==> src/rtl/serial_pair_adder.sv <==
// Multi-cycle adder: walks two WIDTH-bit operands through one 2-bit slice, LS pair first.
// Optional subtract mode via `SERIAL_PAIR_SUB_EN (adds input 'sub').
module serial_pair_adder #(
    parameter int WIDTH = 8,
    parameter int CNT_W = $clog2(WIDTH/2) + 1
) (
    input  logic             clk,
    input  logic             reset,
    input  logic             start,
    input  logic [WIDTH-1:0] a,
    input  logic [WIDTH-1:0] b,
    input  logic             cin,
`ifdef SERIAL_PAIR_SUB_EN
    input  logic             sub,
`endif
    output logic             busy,
    output logic             done,
    output logic [WIDTH-1:0] sum,
    output logic             cout
);

    generate
        if ((WIDTH % 2) != 0 || WIDTH < 2) begin : g_bad_width
            $error("serial_pair_adder: WIDTH must be even and >= 2");
        end
    endgenerate

    typedef enum logic [1:0] {
        IDLE = 2'd0,
        RUN  = 2'd1,
        DONE = 2'd2
    } state_e;

    state_e           state_q;
    logic [WIDTH-1:0] a_q;
    logic [WIDTH-1:0] b_q;
    logic [WIDTH-1:0] partial_q;
    logic [WIDTH-1:0] partial_d;
    logic             carry_q;
    logic [CNT_W-1:0] idx_q;
    logic             busy_q;
    logic             done_q;
    logic [WIDTH-1:0] sum_q;
    logic             cout_q;

    logic [WIDTH-1:0] b_in;
    logic             carry_in;

`ifdef SERIAL_PAIR_SUB_EN
    // Subtraction as a + ~b + 1; cout=1 then means no borrow.
    assign b_in     = sub ? ~b : b;
    assign carry_in = sub | cin;
`else
    assign b_in     = b;
    assign carry_in = cin;
`endif

    logic [CNT_W:0] bit_idx;
    logic [1:0]     a_pair;
    logic [1:0]     b_pair;
    logic [2:0]     slice;
    logic           last_pair;

    always_comb begin
        bit_idx   = {idx_q, 1'b0};
        a_pair    = a_q[bit_idx +: 2];
        b_pair    = b_q[bit_idx +: 2];
        slice     = {1'b0, a_pair} + {1'b0, b_pair} + {2'b00, carry_q};
        partial_d = partial_q;
        partial_d[bit_idx +: 2] = slice[1:0];
        last_pair = (idx_q == CNT_W'(WIDTH/2 - 1));
    end

    always_ff @(posedge clk or posedge reset) begin
        if (reset) begin
            state_q   <= IDLE;
            a_q       <= '0;
            b_q       <= '0;
            partial_q <= '0;
            carry_q   <= 1'b0;
            idx_q     <= '0;
            busy_q    <= 1'b0;
            done_q    <= 1'b0;
            sum_q     <= '0;
            cout_q    <= 1'b0;
        end else begin
            case (state_q)
                RUN: begin
                    partial_q <= partial_d;
                    carry_q   <= slice[2];
                    idx_q     <= idx_q + CNT_W'(1);
                    if (last_pair) begin
                        state_q <= DONE;
                        busy_q  <= 1'b0;
                        done_q  <= 1'b1;
                        sum_q   <= partial_d;
                        cout_q  <= slice[2];
                    end
                end
                default: begin
                    // IDLE and DONE both accept a new operation.
                    done_q <= 1'b0;
                    if (start) begin
                        state_q   <= RUN;
                        busy_q    <= 1'b1;
                        a_q       <= a;
                        b_q       <= b_in;
                        carry_q   <= carry_in;
                        partial_q <= '0;
                        idx_q     <= '0;
                    end else begin
                        state_q <= IDLE;
                        busy_q  <= 1'b0;
                    end
                end
            endcase
        end
    end

    assign busy = busy_q;
    assign done = done_q;
    assign sum  = sum_q;
    assign cout = cout_q;

endmodule

==> config.mk <==
export PLATFORM = sky130hd
export DESIGN_NAME = serial_pair_adder
export DESIGN_NICKNAME = d
export VERILOG_FILES = /design/src/rtl/serial_pair_adder.sv
export SDC_FILE = /design/constraint.sdc
export NUM_CORES = 1
export LEC_CHECK = 0
export BUFFER_PORTS_ARGS = -buffer_cell sky130_fd_sc_hd__buf_2
export CORE_ASPECT_RATIO = 1.4
export CORE_UTILIZATION = 25
export DETAILED_ROUTE_END_ITERATION = 12
export PLACE_DENSITY_LB_ADDON = 0.15
export REMOVE_ABC_BUFFERS = 1
export SYNTH_ARGS = -nofsm -noshare
export SYNTH_HDL_FRONTEND = slang
export SYNTH_SLANG_ARGS = --single-unit
==> constraint.sdc <==
create_clock -name clk -period 7.8 [get_ports clk]
set_input_delay 0.78 -clock clk [delete_from_list [all_inputs] [get_ports clk]]
set_output_delay 0.78 -clock clk [all_outputs]
set_load 0.005 [all_outputs]
==> summary.md, run 1 <==
| Metric | Value |
|---|---|
| Post-CTS sizing | 0 |
| Arrival @ worst endpoint | 3.16 ns |
| Clk root buf | clkbuf_8 |
| Post-synth EDFFs | 0 |
| Clk buf depth | 2 |
| Post-Route Setup TNS | 0 ns |
| Pint | 0.000582 W |
| Clock-pin slew on the worst setup and hold paths | 0.08 ns |
| Vias in the first global route | 1466 |
| Site Rows | 37 |
| Initial core utilization | 26.2% |
| I/O Pins | 31 |
| Endpoints failing hold | 0 |
| Post-DR vias/cell | 4.64 |
| Core Area | 7450 µm² |
| Top cell by count, worst path | fa_1 |
| Cell Area, Placed | 2190 µm² |
| Final wirelength | 4110 µm |
| Avg Cell Area, Syn | 12.5 µm² |
| Clk Latency, worst-skew pair | 0.28 ns |
| Static Leak | 1.03 nW |
| Post-synth top area share | around half |
| Setup repair bufs after CTS | 0 |
| Netlist Area Pre-Place | 1950 µm² |
| Fmax | between 300 and 400 MHz |
| Fin crit period | 2.95 ns |
| RSZ-0062 raised after global routing | no |
| TritonCTS Buffers | 5 |
| Pin count of the biggest net entering global routing | 40 |
| Unique cell type count in the Yosys netlist | 43 |
| Antenna diodes | 0 |
| CP startpoint kind | register |
| Clk sink count | 39 |
| Maximum vdd drop | approximately 150 µV |
| CP endpoint kind | register |
| Area added between synthesis and finish | 16.5% |
| Crit Path Class | register to register |
| Final setup fails | 0 |
| Post-Syn Instances | 156 |
| Main synth FF type | dfrtp_1 |
| Comb pwr share | 48.7% |
| Inst Count DP | 277 |
| Hold_buf cts | 0 |
| Tightest Pin Transition | around 1.0 ns |
| DRC viols | 0 |
| Seq pwr share | 37.8% |
| Pre-antenna DRT Iters | 4 |
| Switching share of power | 40.5% |
| CP max stage cell | dfrtp_1 |
| Max Cap Viol | 0 |
| Layout cell share with drive strength beyond 1 | 37.2% |
| Clock Skews | 0.00478 ns |
| Initial antenna violation count | 0 |
| Gpl congestion | 0.713 |
| Dpl ws | 4.84 ns |
| Post-DP HPWL | between 3000 and 4000 µm |
| Worst Slack Setup Final | between 4 and 5 ns |
| WL/cell | approximately 14 µm |
| Port Buffer Count | 30 |
| Die area | approximately 8000 µm² |
| Clock share of power | 13.4% |
| Rel. slew slack | 32.3% |
| Max Fanout on Critical Path | 15 |
| Die X | 76.7 µm |
| Final period utilization | 37.8% |
| Die height | 107 µm |
| DRT iter0 DRCs | 60 |
| HP Class | register to register |
| Post-synth top area cell | dfrtp_1 |
| Crit path buffers/inverters | 1 |
| Seq/Total Area, Yosys | 50.0% |
| Delay-heaviest family, CP | adder cells |
| CTS tree | done |
| CP max stage delay | slightly above 0.7 ns |
| WP data required | 8.01 ns |
| Post-Layout Cell Count | 285 |
| Net Sw Power | 0.000397 W |
| Global-route wire length before repair | about 7400 µm |
| Antenna viol nets, final | 0 |
| Ys async rst share | 100% |
| Overall Global Routing Usage | 11.3% |
| DR vias | 1321 |
| Top cells by area, synth | dfrtp_1 (50%), mux2_2 (11%), mux4_2 (4.6%) |
| Final net count | 216 |
| Final core utilization | between 30% and 40% |
| P per Cell Area | between 400 and 500 nW/µm² |
| Synthesized flop and latch total | 39 |
| CP cell instances | mux4_2 > nand2_1 > fa_1 > inv_1 > fa_1 > or4b_1 > a2bb2oi_1 |
| Total number of H-tree levels | 2 |
| Slew Limit Fails | 0 |
| Status | finished, final reports clean |
| GR Overflow Total | 0 |
| Synth Warn # | 0 |
| Design area | ~2300 µm² |
-- per-stage QoR --
step / hold WS [ns] / total power (W)
5_1_grt: 0.499 / 0.00108
3_5_place_dp: 0.466 / 0.000864
2_1_floorplan: 0.459 / 0.000715
6_report: 0.474 / 0.000979
3_3_place_gp: 0.462 / 0.000859
4_1_cts: 0.484 / 0.000999
-- cell usage after synthesis, types with 3 or more instances --
master	number
inv_1	8
buf_2	3
ha_1	7
a21oi_1	3
dfrtp_1	39
a22o_1	3
a22oi_1	4
mux2_2	19
a32o_1	3
o21ai_0	7
mux4_2	4
nand2_1	11
nand3_1	7
-- path summary, 6_finish.rpt --
| check | from | endpoint | slack, ns | cells after the start |
|---|---|---|---|---|
| max in group asynchronous | reset | partial_q[7] | 6.85 | 3 |
| worst min-delay path | sum[2] | sum[2] | 0.47 | 2 |
| min in group asynchronous | reset | a_q[4] | 0.61 | 3 |
| worst max register to register | idx_q[0] | sum[5] | 4.85 | 7 |
| worst min register to register | sum[2] | sum[2] | 0.47 | 2 |
| worst max-delay path | idx_q[0] | sum[5] | 4.85 | 7 |
-- sequential cells by signal, indices dropped and copies added (netlist names) --
signal and cells:
a_q 8, b_q 8, carry_q 1, cout 1, idx_q 3, partial_q 8, state_q 2, sum 8
-- final cells by class --
class / count / area (µm²)
Sequential cell: 39 / 976
Clock inverter: 3 / 15.0
Clock buffer: 5 / 68.8
Fill cell: 770 / 5180
Inverter: 9 / 33.8
Timing Repair Buffer: 31 / 158
Tap cell: 97 / 121
Multi-Input combinational cell: 101 / 901
-- placed cells by master, fill, tap and decap left out, types with 2 or more instances in the layout --
master,n
o311ai_1,2
dfrtp_1,39
o21ai_0,7
a22o_1,3
buf_2,30
clkbuf_8,5
a22oi_1,4
and2_1,2
a2bb2oi_1,2
mux2_2,19
inv_1,8
ha_1,7
a21oi_1,3
nand2b_1,2
nand3_1,7
nand2_2,2
nand2_1,11
clkinv_2,3
a32o_1,3
fa_1,2
o31ai_1,2
mux4_2,4
-- kinds of logic (layout without fill, tap and decap cells) --
| family | count (synthesis) | after routing | synth area share (%) |
|---|---|---|---|
| DFF | 39 | 39 | 50.0 |
| and+or+nand+nor | 36 | 36 | 11.5 |
| buffers and inverters | 16 | 48 | 3.85 |
| muxes | 25 | 25 | 16.7 |
| adders and majority gates | 9 | 9 | 6.54 |
| AOI/OAI and AO/OA | 31 | 31 | 11.5 |
-- worst register-to-register path, cell delays in order (launching register included) --
cell and delay [ns]:
dfrtp_1 0.72, mux4_2 0.57, nand2_1 0.10, fa_1 0.16, inv_1 0.05, fa_1 0.65, or4b_1 0.47, a2bb2oi_1 0.15
-- power groups by stage --
stage	sequential [W]	clock (W)	combinational, W
final	0.000370	0.000131	0.000477
after global routing	0.000389	0.000146	0.000542
after CTS	0.000373	0.000139	0.000487
after detailed placement	0.000377	0	0.000486
after global placement	0.000378	0	0.000480
after floorplan	0.000355	0	0.000359
-- layer usage --
layer | global-route usage (%) | vias up | wire [µm]
met3 | 2.40 | 9 | 135
met2 | 19.7 | 30 | 2110
met4 | 4.26 | 0 | 87
met5 | 0 | - | 0
li1 | - | 634 | -
met1 | 13.6 | 648 | 1780
(Power assumes the default switching activity.)
==> inputs of run 2 (changes only) <==
Clock period 7.8 ns to 2.7 ns, I/O delays scaled along.
==> run 2 against run 1 <==
  * First-iteration DRC count is 3.3% lower
  * Sequential share of layout area is 1.7 points lower
  * Die area stayed put
  * Routed wire length is 6.0% higher
  * Design area is 4.3% higher
  * Fmax is 22% higher
  * Largest cell class unchanged
  * Largest power group unchanged
==> summary.md, run 2 (synthesized netlist as in run 1, its figures left out) <==
| Metric | Value |
|---|---|
| Status | finished, final reports clean |
| Overall Global Routing Usage | approximately an eighth |
| Tightest Pin Transition | 0.527 ns |
| Post-CTS sizing | 0 |
| CP endpoint kind | register |
| DRC viols | 0 |
| Global-route wire length before repair | 7520 µm |
| Area added between synthesis and finish | 21.5% |
| TritonCTS Buffers | 5 |
| R2r worst-path depth | 7 |
| Gpl congestion | around 0.73 |
| Clk sink count | 39 |
| Post-Route Setup TNS | 0 ns |
| Final net count | 222 |
| CP startpoint | idx_q[0] |
| Hold_buf cts | 0 |
| Max Cap Viol | 0 |
| Max Fanout on Critical Path | 5 |
| Clk root buf | clkbuf_8 |
| Final wirelength | around 4400 µm |
| Port Buffer Count | 30 |
| Post-DR vias/cell | 4.60 |
| Final setup fails | 0 |
| Pre-antenna DRT Iters | 4 |
| Final period utilization | 89.6% |
| Clock Skews | 0.0113 ns |
| Post-DP HPWL | about 3200 µm |
| Design area | 2370 µm² |
| Clk buf depth | 2 |
| Total number of H-tree levels | 2 |
| Rel. slew slack | approximately 65% |
| Layout cell share with drive strength beyond 1 | 39.7% |
| Setup repair bufs after CTS | 0 |
| HP Class | primary input to async pin |
| R2R Setup Slk | approximately 0.28 ns |
| GR Overflow Total | 0 |
| WL/cell | 15.0 µm |
| Clk Latency, worst-skew pair | 0.30 ns |
| Die height | 107 µm |
| Most common cell after layout, fill and taps aside | dfrtp_1 |
| DRT iter0 DRCs | 58 |
| Initial core utilization | 26.2% |
| Site Rows | 37 |
| Crit Path Class | register to register |
| RSZ-0062 raised after global routing | no |
| Maximum vdd drop | 378 µV |
| Most frequent cells in the layout | dfrtp_1 (38), buf_2 (30), mux2_2 (19) |
| P per Cell Area | 1350 nW/µm² |
| Endpoints failing hold | 0 |
| Fillers | 783 |
| Cell Area, Placed | 2230 µm² |
| Static Leak | around 1.1 nW |
| Vias in the first global route | 1449 |
| Worst R2R End | sum[5] |
| Clock-pin slew on the worst setup and hold paths | roughly 0.09 ns |
| FF-to-FF Start | idx_q[0] |
| Antenna diodes | 0 |
| Initial antenna violation count | 0 |
| Pin count of the biggest net entering global routing | 40 |
| CP startpoint kind | register |
| DR vias | 1340 |
| CTS tree | done |
| WP data required | 2.92 ns |
| Storage cell area | 977 µm² |
| Core Area | 7450 µm² |
| Slew Limit Fails | 0 |
| Multi-input gate area | 901 µm² |
| Die area | 8170 µm² |
| Antenna viol nets, final | 0 |
| Die X | 76.7 µm |
| Fin crit period | 2.42 ns |
| Fmax | 413 MHz |
| I/O Pins | 31 |
| Arrival @ worst endpoint | 2.64 ns |
## run 2: worst max path at each step
stage	endpoint	depth (start not counted)
final	sum[5]	7
after global routing	sum[5]	7
after detailed placement	sum[5]	7
after floorplan	sum[5]	7
after CTS	sum[5]	7
after global placement	sum[5]	7
## run 2: per-layer routing
layer | vias up | wire, µm | GRT usage (%) | share of wire, %
li1 | 649 | - | - | -
met1 | 656 | 1860 | 13.4 | 43
met2 | 28 | 2280 | 21.7 | 52
met3 | 7 | 145 | 2.58 | 3.3
met4 | 0 | 65 | 4.12 | 1.5
met5 | - | 0 | 0 | 0
## run 2: critical path, stage by stage (launching register included)
cell and delay [ns]:
dfrtp_2 0.45, mux4_2 0.51, nand2_1 0.10, fa_1 0.17, inv_1 0.05, fa_1 0.49
or4b_1 0.43, a2bb2oi_1 0.16
## run 2: layout make-up
type / instances / area share (%)
Sequential cell: 39 / 41.2
Multi-Input combinational cell: 101 / 38.0
Timing Repair Buffer: 37 / 8.54
Tap cell: 97 / 5.12
Clock buffer: 5 / 2.90
Clock inverter: 3 / 2.85
Inverter: 9 / 1.42
## run 2: report_power, final
group | switching (W) | internal [W]
Combinational | 0.000818 | 0.000749
Clock | 0.000223 | 0.000369
Sequential | 0.000178 | 0.000857
## run 2: metrics by stage
stage	utilization (%)	power, W	cells	hold slack, ns	worst slack [ns]
after global routing	31.8	0.00347	291	0.133	0.0861
after detailed placement	30.0	0.00265	283	0.432	0.190
after CTS	31.8	0.00325	291	0.106	0.166
final	31.8	0.00319	291	0.0882	0.280
after floorplan	-	0.00206	149	0.368	-0.0148
after global placement	30.0	0.00265	283	0.431	0.226
==> inputs of run 3 (changes only) <==
Settings changed: CORE_UTILIZATION 25 to 38.
==> run 3 against run 2 <==
  * Sequential share of layout area rose by 0.83 points
  * Global-route usage grew 4.2 points
  * Worst setup slack worse by 0.086 ns
  * Register-to-register slack worse by 0.09 ns
  * Final cell count down 12%
  * Combinational power is essentially flat
  * Critical endpoint unchanged
==> summary.md, run 3 (synthesized netlist as in run 1, its figures left out) <==
| Metric | Value |
|---|---|
| Status | finished, final reports clean |
| Die X | 62.6 µm |
| Final core utilization | 47.6% |
| Clk root buf | clkbuf_8 |
| Max Fanout on Critical Path | 5 |
| Crit Path Class | register to register |
| R2R Setup Slk | 0.19 ns |
| Worst hold margin | 0.0826 ns |
| Clk sink count | 39 |
| Initial core utilization | 40.0% |
| Global-route wire length before repair | about 6600 µm |
| Pin count of the biggest net entering global routing | 40 |
| Endpoints failing hold | 0 |
| TritonCTS Buffers | 5 |
| Fmax | roughly 400 MHz |
| Vias in the first global route | 1383 |
| Port Buffer Count | 30 |
| Most common cell after layout, fill and taps aside | dfrtp_1 |
| CP max stage delay | around 0.54 ns |
| Clock Skews | ~0.0027 ns |
| DRC viols | 0 |
| Delay-heaviest family, CP | adder cells |
| Layout cell share with drive strength beyond 1 | 38.9% |
| Hold_buf cts | 0 |
| Rel. slew slack | between 60% and 70% |
| GR Overflow Total | 0 |
| Clock-pin slew on the worst setup and hold paths | 0.08 ns |
| Pre-antenna DRT Iters | 4 |
| Maximum vdd drop | 560 µV |
| CTS tree | done |
| Final period utilization | about 93% |
| RSZ-0062 raised after global routing | no |
| DRT iter0 DRCs | 34 |
| Final wirelength | 3970 µm |
| Clk Latency, worst-skew pair | between 0.2 and 0.3 ns |
| Arrival @ worst endpoint | between 2 and 3 ns |
| Antenna diodes | 0 |
| Initial antenna violation count | 0 |
| Setup repair bufs after CTS | 0 |
| Die area | 5430 µm² |
| HP Class | primary input to async pin |
| Post-DP HPWL | about 3000 µm |
| Overall Global Routing Usage | 16.1% |
| Site Rows | 30 |
| Post-Route Setup TNS | 0 ns |
| Core Area | 4880 µm² |
| Crit path buffers/inverters | 1 |
| Final setup fails | 0 |
| P per Cell Area | 1360 nW/µm² |
| Static Leak | 1.07 nW |
| Fin crit period | 2.51 ns |
| CP startpoint kind | register |
| CP max stage cell | mux4_2 |
| Die height | 86.8 µm |
| DR vias | 1344 |
| CP cell instances | mux4_2 > nand2_1 > fa_1 > inv_1 > fa_1 > or4b_1 > a2bb2oi_1 |
| Clk buf depth | 2 |
| Final net count | 221 |
| Area added between synthesis and finish | 19.0% |
| I/O Pins | 31 |
| Slew Limit Fails | 0 |
| Dpl ws | 0.185 ns |
| Antenna viol nets, final | 0 |
| CP endpoint kind | register |
| Worst Slack Setup Final | a little under 0.2 ns |
| Post-CTS sizing | 0 |
| WL/cell | approximately 15 µm |
| Top cell by count, worst path | fa_1 |
| Gpl congestion | around 0.75 |
| Max Cap Viol | 0 |
| Tightest Pin Transition | roughly 0.57 ns |
| WP data required | slightly below 3 ns |
| Total number of H-tree levels | 2 |
| Post-DR vias/cell | 5.23 |
| Most frequent cells in the layout | dfrtp_1 (39), buf_2 (30), mux2_2 (19) |
-- run 3: changes by cell type in the layout (fill, tap and decap cells not counted), sizes merged --
cell	previous run	this run
buf	37	36
-- run 3: routing by layer --
layer	share of wire (%)	vias to the layer above	track usage (%)
met4	1.5	0	6.34
met1	42	658	18.1
met3	3.5	5	3.68
li1	-	645	-
met2	53	36	29.2
met5	0	-	0
-- run 3: worst min-delay path, stage by stage --
cell,delay [ns]
buf_2,0.09
inv_1,0.04
buf_4,0.41
-- run 3: layout make-up --
| type | count | area [µm²] |
|---|---|---|
| inverter | 9 | 33.8 |
| tap | 64 | 80.1 |
| fill | 473 | 2560 |
| sequential | 39 | 976 |
| clock buffer | 5 | 68.8 |
| multi-input combinational | 101 | 901 |
| clock inverter | 3 | 67.6 |
| timing repair buffer | 36 | 195 |
-- run 3: where the power goes --
group,internal [W],leakage [nW],switching [W]
clock,0.000368,0.0644,0.000209
sequential,0.000856,0.491,0.000185
combinational,0.000740,0.517,0.000797
total,0.00196,1.07,0.00119
-- run 3: final timing paths --
| check | from | end | depth (start not counted) |
|---|---|---|---|
| max | idx_q[0] | sum[5] | 7 |
| min | reset | sum[3] | 3 |
| max reg2reg | idx_q[0] | sum[5] | 7 |
| min reg2reg | sum[6] | sum[6] | 2 |
| max in group asynchronous | reset | partial_q[0] | 3 |
| min in group clk | b[6] | b_q[6] | 2 |
-- run 3: per-stage QoR --
step	power, W	std cells	cell area [µm²]
after floorplan	0.00206	149	1910
after global placement	0.00255	249	2190
after detailed placement	0.00260	249	2190
after CTS	0.00319	257	2320
after global routing	0.00340	257	2320
final	0.00316	257	2320
